<file path="config.mk">
export PLATFORM = sky130hd
export DESIGN_NAME = tone_power_detector
export DESIGN_NICKNAME = d
export VERILOG_FILES = /design/src/rtl/dsp_det_pkg.sv /design/src/rtl/fs_strobe.sv /design/src/rtl/tone_power_detector.sv
export SDC_FILE = /design/constraint.sdc
export NUM_CORES = 1
export LEC_CHECK = 0
export BUFFER_PORTS_ARGS = -buffer_cell sky130_fd_sc_hd__buf_2
export CORE_MARGIN = 2
export CORE_UTILIZATION = 50
export DETAILED_ROUTE_END_ITERATION = 10
export PLACE_DENSITY = 0.66
export SYNTH_ARGS = -nofsm -noshare
export SYNTH_HDL_FRONTEND = slang
export SYNTH_SLANG_ARGS = --single-unit
</file>
<file path="constraint.sdc">
create_clock -name clk -period 9.31 [get_ports clk]
set_input_delay 0.4655 -clock clk [delete_from_list [all_inputs] [get_ports clk]]
set_output_delay 0.4655 -clock clk [all_outputs]
set_load 0.02 [all_outputs]
</file>
<file path="src/rtl/dsp_det_pkg.sv">
// Shared constants and types for detector-style stages that run off the f_s sample pulse.
package dsp_det_pkg;

  localparam int DEF_WIN_LOG2 = 8;
  localparam int DEF_DEB      = 3;
  localparam int THR_W        = 32;
  localparam int DC_W         = 4;

  typedef enum logic [1:0] {
    ST_IDLE      = 2'd0,
    ST_ARMING    = 2'd1,
    ST_ACTIVE    = 2'd2,
    ST_RELEASING = 2'd3
  } det_state_t;

endpackage

</file>
<file path="src/rtl/fs_strobe.sv">
// Synchronises the f_s sample pulse and emits a one-clk strobe two clks after each
// rising edge, by which time the upstream sample is settled.
module fs_strobe (
  input  logic clk,
  input  logic rst,
  input  logic f_s,
  output logic stb
);

  logic p0;
  logic p1;
  logic p2;

  // Three-flop chain: p0/p1 synchronise, p2 delays for edge detection.
  always_ff @(posedge clk or negedge rst) begin
    if (!rst) begin
      p0 <= 1'b0;
      p1 <= 1'b0;
      p2 <= 1'b0;
    end else begin
      p0 <= f_s;
      p1 <= p0;
      p2 <= p1;
    end
  end

  assign stb = p1 & ~p2;

endmodule

</file>
<file path="src/rtl/tone_power_detector.sv">
// Tone power detector: mean of din^2 over 2^WIN_LOG2 samples, followed by a
// debounced hysteresis detector on that mean.
//
// state        | meaning
// ST_IDLE      | no tone, waiting for a window >= thr_on
// ST_ARMING    | no tone yet, counting consecutive windows >= thr_on
// ST_ACTIVE    | tone present, waiting for a window < thr_off
// ST_RELEASING | tone still flagged, counting consecutive windows < thr_off
module tone_power_detector
  import dsp_det_pkg::*;
#(
  parameter int WIN_LOG2 = DEF_WIN_LOG2,
  parameter int DEB      = DEF_DEB
) (
  input  logic              clk,
  input  logic              rst,
  input  logic              f_s,
  input  logic              en,
  input  logic signed [15:0] din,
  input  logic [THR_W-1:0]  thr_on,
  input  logic [THR_W-1:0]  thr_off,
  output logic [THR_W-1:0]  power,
  output logic              power_valid,
  output logic              detect,
  output logic              detect_rise
);

  localparam int ACC_W = THR_W + WIN_LOG2;

  logic                      stb;
  logic                      v1;
  logic                      v2;
  logic signed [15:0]        din_q;
  logic signed [31:0]        prod;
  logic [31:0]               sq;
  logic [ACC_W-1:0]          acc;
  logic [ACC_W-1:0]          acc_sum;
  logic [WIN_LOG2-1:0]       cnt;
  logic [DC_W-1:0]           dc;
  logic [DC_W-1:0]           dc_inc;
  det_state_t                state;

  fs_strobe u_fs_strobe (
    .clk (clk),
    .rst (rst),
    .f_s (f_s),
    .stb (stb)
  );

  // Square is always non-negative and at most 2^30, so the signed product fits 32 bits.
  assign prod    = 32'(din_q) * 32'(din_q);
  assign acc_sum = acc + ACC_W'(sq);
  assign dc_inc  = dc + DC_W'(1);

  // Capture and square stages; a strobe with en low never enters the pipeline.
  always_ff @(posedge clk or negedge rst) begin
    if (!rst) begin
      v1    <= 1'b0;
      v2    <= 1'b0;
      din_q <= '0;
      sq    <= '0;
    end else begin
      v1 <= stb & en;
      v2 <= v1;
      if (stb && en) din_q <= din;
      if (v1) sq <= $unsigned(prod);
    end
  end

  // Window accumulation; the last sample of a window publishes the truncated mean.
  always_ff @(posedge clk or negedge rst) begin
    if (!rst) begin
      acc         <= '0;
      cnt         <= '0;
      power       <= '0;
      power_valid <= 1'b0;
    end else begin
      power_valid <= 1'b0;
      if (v2) begin
        if (cnt == '1) begin
          power       <= acc_sum[WIN_LOG2 +: THR_W];
          acc         <= '0;
          cnt         <= '0;
          power_valid <= 1'b1;
        end else begin
          acc <= acc_sum;
          cnt <= cnt + WIN_LOG2'(1);
        end
      end
    end
  end

  // Debounce FSM, stepped once per new power value, with registered detect flags.
  always_ff @(posedge clk or negedge rst) begin
    if (!rst) begin
      state       <= ST_IDLE;
      dc          <= '0;
      detect      <= 1'b0;
      detect_rise <= 1'b0;
    end else begin
      detect_rise <= 1'b0;
      if (power_valid) begin
        case (state)
          ST_IDLE: begin
            if (power >= thr_on) begin
              if (DEB == 1) begin
                state       <= ST_ACTIVE;
                detect      <= 1'b1;
                detect_rise <= 1'b1;
              end else begin
                state <= ST_ARMING;
                dc    <= DC_W'(1);
              end
            end
          end
          ST_ARMING: begin
            if (power >= thr_on) begin
              dc <= dc_inc;
              if (dc_inc == DC_W'(DEB)) begin
                state       <= ST_ACTIVE;
                detect      <= 1'b1;
                detect_rise <= 1'b1;
              end
            end else begin
              state <= ST_IDLE;
              dc    <= '0;
            end
          end
          ST_ACTIVE: begin
            if (power < thr_off) begin
              if (DEB == 1) begin
                state  <= ST_IDLE;
                detect <= 1'b0;
              end else begin
                state <= ST_RELEASING;
                dc    <= DC_W'(1);
              end
            end
          end
          ST_RELEASING: begin
            if (power < thr_off) begin
              dc <= dc_inc;
              if (dc_inc == DC_W'(DEB)) begin
                state  <= ST_IDLE;
                detect <= 1'b0;
              end
            end else begin
              state <= ST_ACTIVE;
              dc    <= '0;
            end
          end
          default: begin
            state <= ST_IDLE;
            dc    <= '0;
          end
        endcase
      end
    end
  end

endmodule

</file>
==> flow_summary.ini, run 1 <==
[worst_setup_path]
crit_fanout = 19
crit_path_max_incr_delay_ns = 0.91
critPathBufInv = 3
critical_path_class = reg2reg
crit_slowest_cell = fa_1
critPathCaptureType = register
cp.required_ns = 9.64
arrival_ns = 7.30
worst-path-stages = 17
crit_family = adder cells
start_kind = register
crit_top_cell = fa_1
crit_chain = inv_1 -> nor2_1 -> fa_1 -> fa_1 -> inv_1 -> fa_1 -> fa_1 -> fa_1 -> fa_1 -> inv_1 -> ha_1 -> a21oi_1 -> o21ai_0 -> a2111o_1 -> a21o_1 -> and3_1 -> a211o_1
worst-r2r-cell-count = 17

[timing]
maxSlewViolCount = 0
clock_skew_ns = 0.01606
slew_headroom_pct = 43.74
hold_viol = 0
rsz0062_at_grt = false
fmax_ghz = 0.1434
post-route-period-util_pct = 74.88
fin_tns_setup_ns = 0
whs_ns = 0.05145
worst_pin_slew_ns = 0.8439
fin_crit_ns = 6.971
final-setup-viol-count = 0

[placement]
port_buffers = 118
gp_congestion = 0.8618
hpwl_um = 32360

[synthesis]
yosysTopAreaCellShare_pct = 25.90
yosysWarnings = 0
synthesis.area_mm2 = 0.01817
ys_seq_elements = 141
synth_top_cell_by_area = fa_1
ys_seq_area_share_pct = 19.42
synth_flop_cell = dfrtp_1
synth_common_cells = 434 x inv_1, 235 x fa_1, 203 x nand2_1
synth.most_common_cell = inv_1
postSynth.asyncResetShare_pct = 100.0
synth_cells = 2014
synth.distinct_cells = 79
synth.avg_cell_area_um2 = 9.020
synth_edf_count = 0
synth_nets = 2518
synth.area.top_cells = fa_1 26%, dfrtp_1 19%, ha_1 13%, inv_1 9.0%, nand2_1 4.2%

[finish]
final_layout_size_suffix_gt1_share_pct = 9.905
syn_to_final_growth_pct = 8.120
design.final.nets = 2591
antenna_cells = 0

[die]
core_mm2 = 0.03566
dieHeight_um = 194.6
rows = 69
fp.dieW_um = 194.6
initial_core_util_pct = 50.95
ios = 119
dieArea_mm2 = 0.03787

[route]
wl_per_cell_um = 15.72
totalWireLength_um = 40250
drtPass1Iterations = 6
vias = 13690
drtIter0Drc = 986
via_per_inst = 5.346
ant_nets = 0
drc = 0

[global_routing]
antenna_found_initial = 0
grt_max_degree = 87
grt_pass1_vias = 14215
gr-total-overflow = 0
grt_pass1_wl_um = 69360
track_usage_pct = 22.35

[clock_network]
cts_made_buffers = 17
ctsHoldBuffers = 0
postCtsResizedCells = 0
cts_buffer_depth = 2
cts_setup_buffers = 0
cts-root-buf = clkbuf_16
insertion_delay_ns = 0.44
clkSinkCount = 141
clk_pin_slew_worst_paths_ns = 0.07
htree_levels = 4
cts_tree = yes

[worst_hold_path]
hold_path_class = in2async

[job]
maxCapViolCount = 0

[status]
status = finished, final reports clean
## registers in the layout (all words and copies together) (netlist names), 2 cells and up
signal,flops
sq,31
cnt,8
dc,4
acc,40
din_q,16
state,2
power,32
## worst paths after layout
path	startpoint	to	slack, ns
setup / recovery	din_q[15]	sq[31]	2.34
hold / removal	rst	acc[11]	0.05
setup reg to reg	din_q[15]	sq[31]	2.34
hold reg to reg	u_fs_strobe.p0	u_fs_strobe.p1	0.36
max in group asynchronous	rst	dc[2]	8.04
min in group clk	f_s	u_fs_strobe.p0	0.12
## layer usage
metal | up-vias | wire length, um | global-route usage [%]
li1 | 6712 | - | -
met1 | 6558 | 19430 | 31.49
met2 | 369 | 18140 | 36.57
met3 | 51 | 2009 | 3.210
met4 | 0 | 670 | 5.328
met5 | - | 0 | 0
## worst reg2reg max path: stages, from the launching register on
cell	delay, ns
dfrtp_1	0.71
inv_1	0.41
nor2_1	0.35
fa_1	0.59
fa_1	0.91
inv_1	0.15
fa_1	0.56
fa_1	0.44
fa_1	0.52
fa_1	0.55
inv_1	0.04
ha_1	0.36
a21oi_1	0.14
o21ai_0	0.14
a2111o_1	0.43
a21o_1	0.18
and3_1	0.16
a211o_1	0.22
## cells by family after synthesis
family / count (synthesis) / share of synthesized area (%)
buffers and inverters: 509 / 10.66
AND/OR/NAND/NOR: 471 / 12.16
adder cells (fa/ha/maj): 420 / 38.64
AO/OA/AOI/OAI: 380 / 14.31
flip-flops: 141 / 19.42
XOR/XNOR: 66 / 3.182
multiplexers: 27 / 1.625
## placed cells by master, fill, tap and decap left out, types with 21 or more instances in the layout
master and instances:
fa_1 235, nor2_1 78, inv_1 434, a21oi_1 84, xnor2_1 46, o2bb2ai_1 30, nand3_1 28, ha_1 185
dfrtp_1 141, buf_2 117, nor3_1 21, and2_1 46, a21o_1 34, o21ai_0 87, nand2_1 203
## metrics by stage
| stage | instance area [um^2] | setup WS (ns) | utilization (%) | cells |
|---|---|---|---|---|
| after CTS | 19640 | 2.318 | 55.09 | 2561 |
| after floorplan | 18170 | 3.036 | - | 2014 |
| final | 19640 | 2.339 | 55.09 | 2561 |
| after global routing | 19640 | 1.932 | 55.09 | 2561 |
| after global placement | 19100 | 2.536 | 53.58 | 2529 |
| after detailed placement | 19100 | 2.308 | 53.58 | 2529 |
## cell type report
type | count | area [um^2]
repair buffers | 125 | 649.4
flip-flops and latches | 141 | 3528
multi-input cells | 1364 | 12710
well taps | 461 | 576.8
clock buffers | 18 | 429.2
clock inverters | 14 | 107.6
fillers | 3201 | 16010
inverters | 438 | 1644
Power of run 1 is left out: the tool's default activity adds up to more than one toggle a clock period on the data nets, which glitch-free logic cannot reach.
==> inputs of run 2 (changes only) <==
==> constraint.sdc (replaced) <==
create_clock -name clk -period 6.8 [get_ports clk]
set_input_delay 0.34 -clock clk [delete_from_list [all_inputs] [get_ports clk]]
set_output_delay 0.34 -clock clk [all_outputs]
set_load 0.02 [all_outputs]
==> flow_summary.ini, run 2 (synthesis results as in run 1) <==
[placement]
hpwl_um = 32620
port_buffers = 118
gp_congestion = 0.8857

[timing]
fmax_ghz = 0.1565
hold_viol = 0
fin_crit_ns = 6.391
post-route-period-util_pct = 93.98
fin_tns_setup_ns = 0
maxSlewViolCount = 0
worst_pin_slew_ns = 0.8063
rsz0062_at_grt = false
clock_skew_ns = 0.01392
slew_headroom_pct = 46.25
final-setup-viol-count = 0

[die]
core_mm2 = 0.03566
initial_core_util_pct = 50.95
ios = 119
fp.dieW_um = 194.6
dieHeight_um = 194.6
dieArea_mm2 = 0.03787
rows = 69

[route]
drtIter0Drc = 873
via_per_inst = 5.319
wl_per_cell_um = 15.41
totalWireLength_um = 39810
vias = 13738
drc = 0
drtPass1Iterations = 5
ant_nets = 0

[clock_network]
clk_pin_slew_worst_paths_ns = 0.07
cts_buffer_depth = 2
insertion_delay_ns = 0.44
cts-root-buf = clkbuf_16
cts_made_buffers = 17
cts_tree = yes
clkSinkCount = 141
htree_levels = 4

[global_routing]
track_usage_pct = 22.26
grt_pass1_wl_um = 68940
gr-total-overflow = 0
grt_pass1_vias = 14113
grt_max_degree = 78
antenna_found_initial = 0

[finish]
design.final.nets = 2613
layout_commonest_cell = inv_1
largest_reg_flops = 40
top_register = acc
final_cell_mix = 434 x inv_1, 235 x fa_1, 203 x nand2_1, 185 x ha_1, 138 x dfrtp_1
reg_top3 = acc: 40 flops, power: 32 flops, sq: 31 flops
syn_to_final_growth_pct = 9.491
antenna_cells = 0
n_fill_cell = 3203
final_layout_size_suffix_gt1_share_pct = 10.93

[worst_setup_path]
critical_path_class = reg2reg
crit_chain = and2_1 -> inv_1 -> fa_1 -> inv_1 -> fa_1 -> inv_1 -> fa_1 -> inv_1 -> fa_1 -> fa_1 -> inv_1 -> fa_1 -> inv_1 -> ha_1 -> a221oi_1 -> o21ai_0 -> o2111ai_1 -> a21oi_1 -> a2111o_1 -> a21o_1 -> and3_1 -> a211o_1
critPathCaptureType = register
cp.required_ns = 7.13
crit_slowest_cell = dfrtp_1
r2r_end = sq[31]
crit_fanout = 13
worst-r2r-cell-count = 22
cp-startpoint = din_q[12]
reg2reg_from = din_q[12]
start_kind = register
crit_path_max_incr_delay_ns = 0.70
rrSetupSlack_ns = 0.41
arrival_ns = 6.72

[worst_hold_path]
min_to = din_q[14]
min_from = din[14]
hold_path_class = in2reg
holdPathStages = 3

[job]
maxCapViolCount = 0

[status]
status = finished, final reports clean
==> run 2: cell types whose count changed in the layout (fill, tap and decap cells not counted), sizes merged <==
cell | previous run | this run
buf | 125 | 145
bufinv | 0 | 2
dlygate4sd3 | 0 | 2
clkinv | 11 | 10
inv | 439 | 438
==> run 2: worst max-delay path: cells and delay by family (launching register included) <==
| family | cells | cell delay, ns |
|---|---|---|
| simple gates | 2 | 0.42 |
| buf+inv | 6 | 0.32 |
| compound gates | 7 | 1.53 |
| flops | 1 | 0.70 |
| fa+ha+maj | 7 | 3.27 |
==> run 2: worst max path at each step <==
stage	slack (ns)	endpoint	depth (start not counted)
final	0.41	sq[31]	22
after global routing	0.03	sq[19]	20
after CTS	0.37	sq[31]	21
after detailed placement	0.37	sq[31]	21
after global placement	0.51	sq[31]	21
after floorplan	0.53	sq[31]	19
==> run 2: layer usage <==
layer / GRT usage (%) / routed length [um] / vias to the layer above
met5: 0 / 0 / -
met4: 6.125 / 732 / 0
met3: 3.158 / 1779 / 45
met2: 36.33 / 17940 / 319
met1: 31.17 / 19360 / 6630
li1: - / - / 6744
==> run 2: final cells by class <==
cell class | instances | area (um^2) | area share, %
multi-input combinational | 1364 | 12730 | 63.99
sequential | 141 | 3532 | 17.76
inverter | 438 | 1644 | 8.266
timing repair buffer | 147 | 819.5 | 4.120
tap | 461 | 576.8 | 2.900
clock buffer | 18 | 429.2 | 2.158
clock inverter | 14 | 160.2 | 0.8052
==> run 2: metrics by stage <==
step	hold WS [ns]	util [%]	instance area, um^2	cells	worst slack [ns]
2_1_floorplan	0.04441	-	18170	2014	0.5255
3_3_place_gp	0.3413	54.00	19250	2549	0.5088
3_5_place_dp	0.3388	54.00	19250	2549	0.3694
4_1_cts	0.06261	55.71	19860	2583	0.3713
5_1_grt	0.07089	55.78	19890	2583	0.03055
6_report	0.07744	55.78	19890	2583	0.4091
==> run 2: timing repair <==
| item | CTS | global route |
|---|---|---|
| endpoints found under the setup margin | 0 | 7 |
| endpoints found under the hold margin | 77 | 0 |
| resized for setup | 0 | 7 |
| hold buffers | 2 | 0 |
| buffers inserted | 0 | 0 |
Power of run 2 is left out for the same reason.
==> inputs of run 3 (changes only) <==
--- a/config.mk
+++ b/config.mk
@@ -7,9 +7,10 @@
 export LEC_CHECK = 0
 export BUFFER_PORTS_ARGS = -buffer_cell sky130_fd_sc_hd__buf_2
 export CORE_MARGIN = 2
-export CORE_UTILIZATION = 50
+export CORE_UTILIZATION = 45
+export CTS_CLUSTER_DIAMETER = 80
 export DETAILED_ROUTE_END_ITERATION = 10
-export PLACE_DENSITY = 0.66
+export PLACE_DENSITY = 0.6
 export SYNTH_ARGS = -nofsm -noshare
 export SYNTH_HDL_FRONTEND = slang
 export SYNTH_SLANG_ARGS = --single-unit
==> flow_summary.ini, run 3 (synthesis results as in run 1) <==
[global_routing]
grt_pass1_vias = 14119
antenna_found_initial = 0
gr-total-overflow = 0
track_usage_pct = 20.76
grt_pass1_wl_um = 70320
grt_max_degree = 87

[timing]
post-route-period-util_pct = 93.96
slew_headroom_pct = 45.35
fmax_ghz = 0.1565
final-setup-viol-count = 0
whs_ns = 0.07545
clock_skew_ns = 0.01973
fin_crit_ns = 6.389
hold_viol = 0
worst_pin_slew_ns = 0.8197
maxSlewViolCount = 0
fin_tns_setup_ns = 0
rsz0062_at_grt = false

[finish]
reg_top3 = acc: 40 flops, power: 32 flops, sq: 31 flops
design.final.nets = 2613
largest_reg_flops = 40
layout_commonest_cell = inv_1
final_layout_size_suffix_gt1_share_pct = 10.79
post-route-util_pct = 50.08
final_cell_mix = 434 x inv_1, 235 x fa_1, 203 x nand2_1, 185 x ha_1, 141 x dfrtp_1
top_register = acc
n_fill_cell = 3759
syn_to_final_growth_pct = 9.794

[route]
ant_nets = 0
via_per_inst = 5.132
vias = 13589
drtPass1Iterations = 5
drc = 0
wl_per_cell_um = 15.61
drtIter0Drc = 813
totalWireLength_um = 41340

[die]
dieHeight_um = 204.9
ios = 119
core_mm2 = 0.03982
fp.dieW_um = 204.9
dieArea_mm2 = 0.04199
rows = 73
initial_core_util_pct = 45.62

[worst_setup_path]
crit_chain = nand2_1 -> inv_1 -> fa_1 -> inv_1 -> fa_1 -> fa_1 -> fa_1 -> inv_1 -> fa_1 -> inv_1 -> fa_1 -> inv_1 -> ha_1 -> nand4_1 -> nor4_1 -> nor2_1 -> a21oi_1 -> o21ai_0 -> a211oi_1 -> nor3_1 -> o31ai_1
arrival_ns = 6.75
crit_slowest_cell = dfrtp_1
crit_family = adder cells
cp.required_ns = 7.16
crit_fanout = 15
start_kind = register
critical_path_class = reg2reg
crit_top_cell = fa_1
critPathCaptureType = register
crit_path_max_incr_delay_ns = 0.59
worst-path-stages = 21
critPathBufInv = 5
worst-r2r-cell-count = 21

[worst_hold_path]
holdPathStages = 3
hold_path_class = in2reg

[clock_network]
cts_made_buffers = 17
cts_tree = yes
clkSinkCount = 141
clk_pin_slew_worst_paths_ns = 0.08
cts_buffer_depth = 2
cts-root-buf = clkbuf_16
postCtsResizedCells = 0
htree_levels = 4
insertion_delay_ns = 0.46

[placement]
gp_congestion = 0.8957
port_buffers = 118
hpwl_um = 33760

[job]
maxCapViolCount = 0

[status]
status = finished, final reports clean
==> run 3: final timing paths <==
kind | from | end | slack (ns)
max | din_q[8] | sq[19] | 0.41
min | din[11] | din_q[11] | 0.08
max reg2reg | din_q[8] | sq[19] | 0.41
min reg2reg | u_fs_strobe.p0 | u_fs_strobe.p1 | 0.37
max in group asynchronous | rst | acc[37] | 5.05
min in group asynchronous | rst | power[0] | 0.52
==> run 3: through the flow <==
stage	cell area (um^2)	cells	setup slack (ns)
2_1_floorplan	18170	2014	0.5255
3_3_place_gp	19330	2613	0.5236
3_5_place_dp	19330	2613	0.4136
4_1_cts	19940	2647	0.3802
5_1_grt	19940	2647	0.01987
6_report	19950	2648	0.4106
==> run 3: tightest hold or removal path, stage by stage <==
cell and delay, ns:
buf_2 0.07, nand2_1 0.04, nand2_1 0.04
==> run 3: repair_timing <==
item,4_1_cts,5_1_grt
setup buffers,0,0
hold endpoints to repair,26,0
hold buffers,2,0
==> run 3: layer usage <==
layer | routed length, um | track usage, % | up-vias
li1 | - | - | 6736
met5 | 0 | 0 | -
met3 | 1736 | 2.704 | 26
met4 | 494 | 4.702 | 0
met1 | 20790 | 30.01 | 6552
met2 | 18320 | 33.26 | 275
==> run 3: layout make-up <==
| type | instances | area (um^2) | share of cell area [%] |
|---|---|---|---|
| inverters | 438 | 1644 | 8.243 |
| repair buffers | 147 | 819.5 | 4.109 |
| flip-flops and latches | 141 | 3528 | 17.69 |
| clock buffers | 18 | 439.2 | 2.202 |
| diodes | 1 | 2.502 | 0.01255 |
| multi-input cells | 1364 | 12710 | 63.70 |
| well taps | 525 | 656.9 | 3.293 |
| clock inverters | 14 | 148.9 | 0.7465 |
Power of run 3 is left out for the same reason.
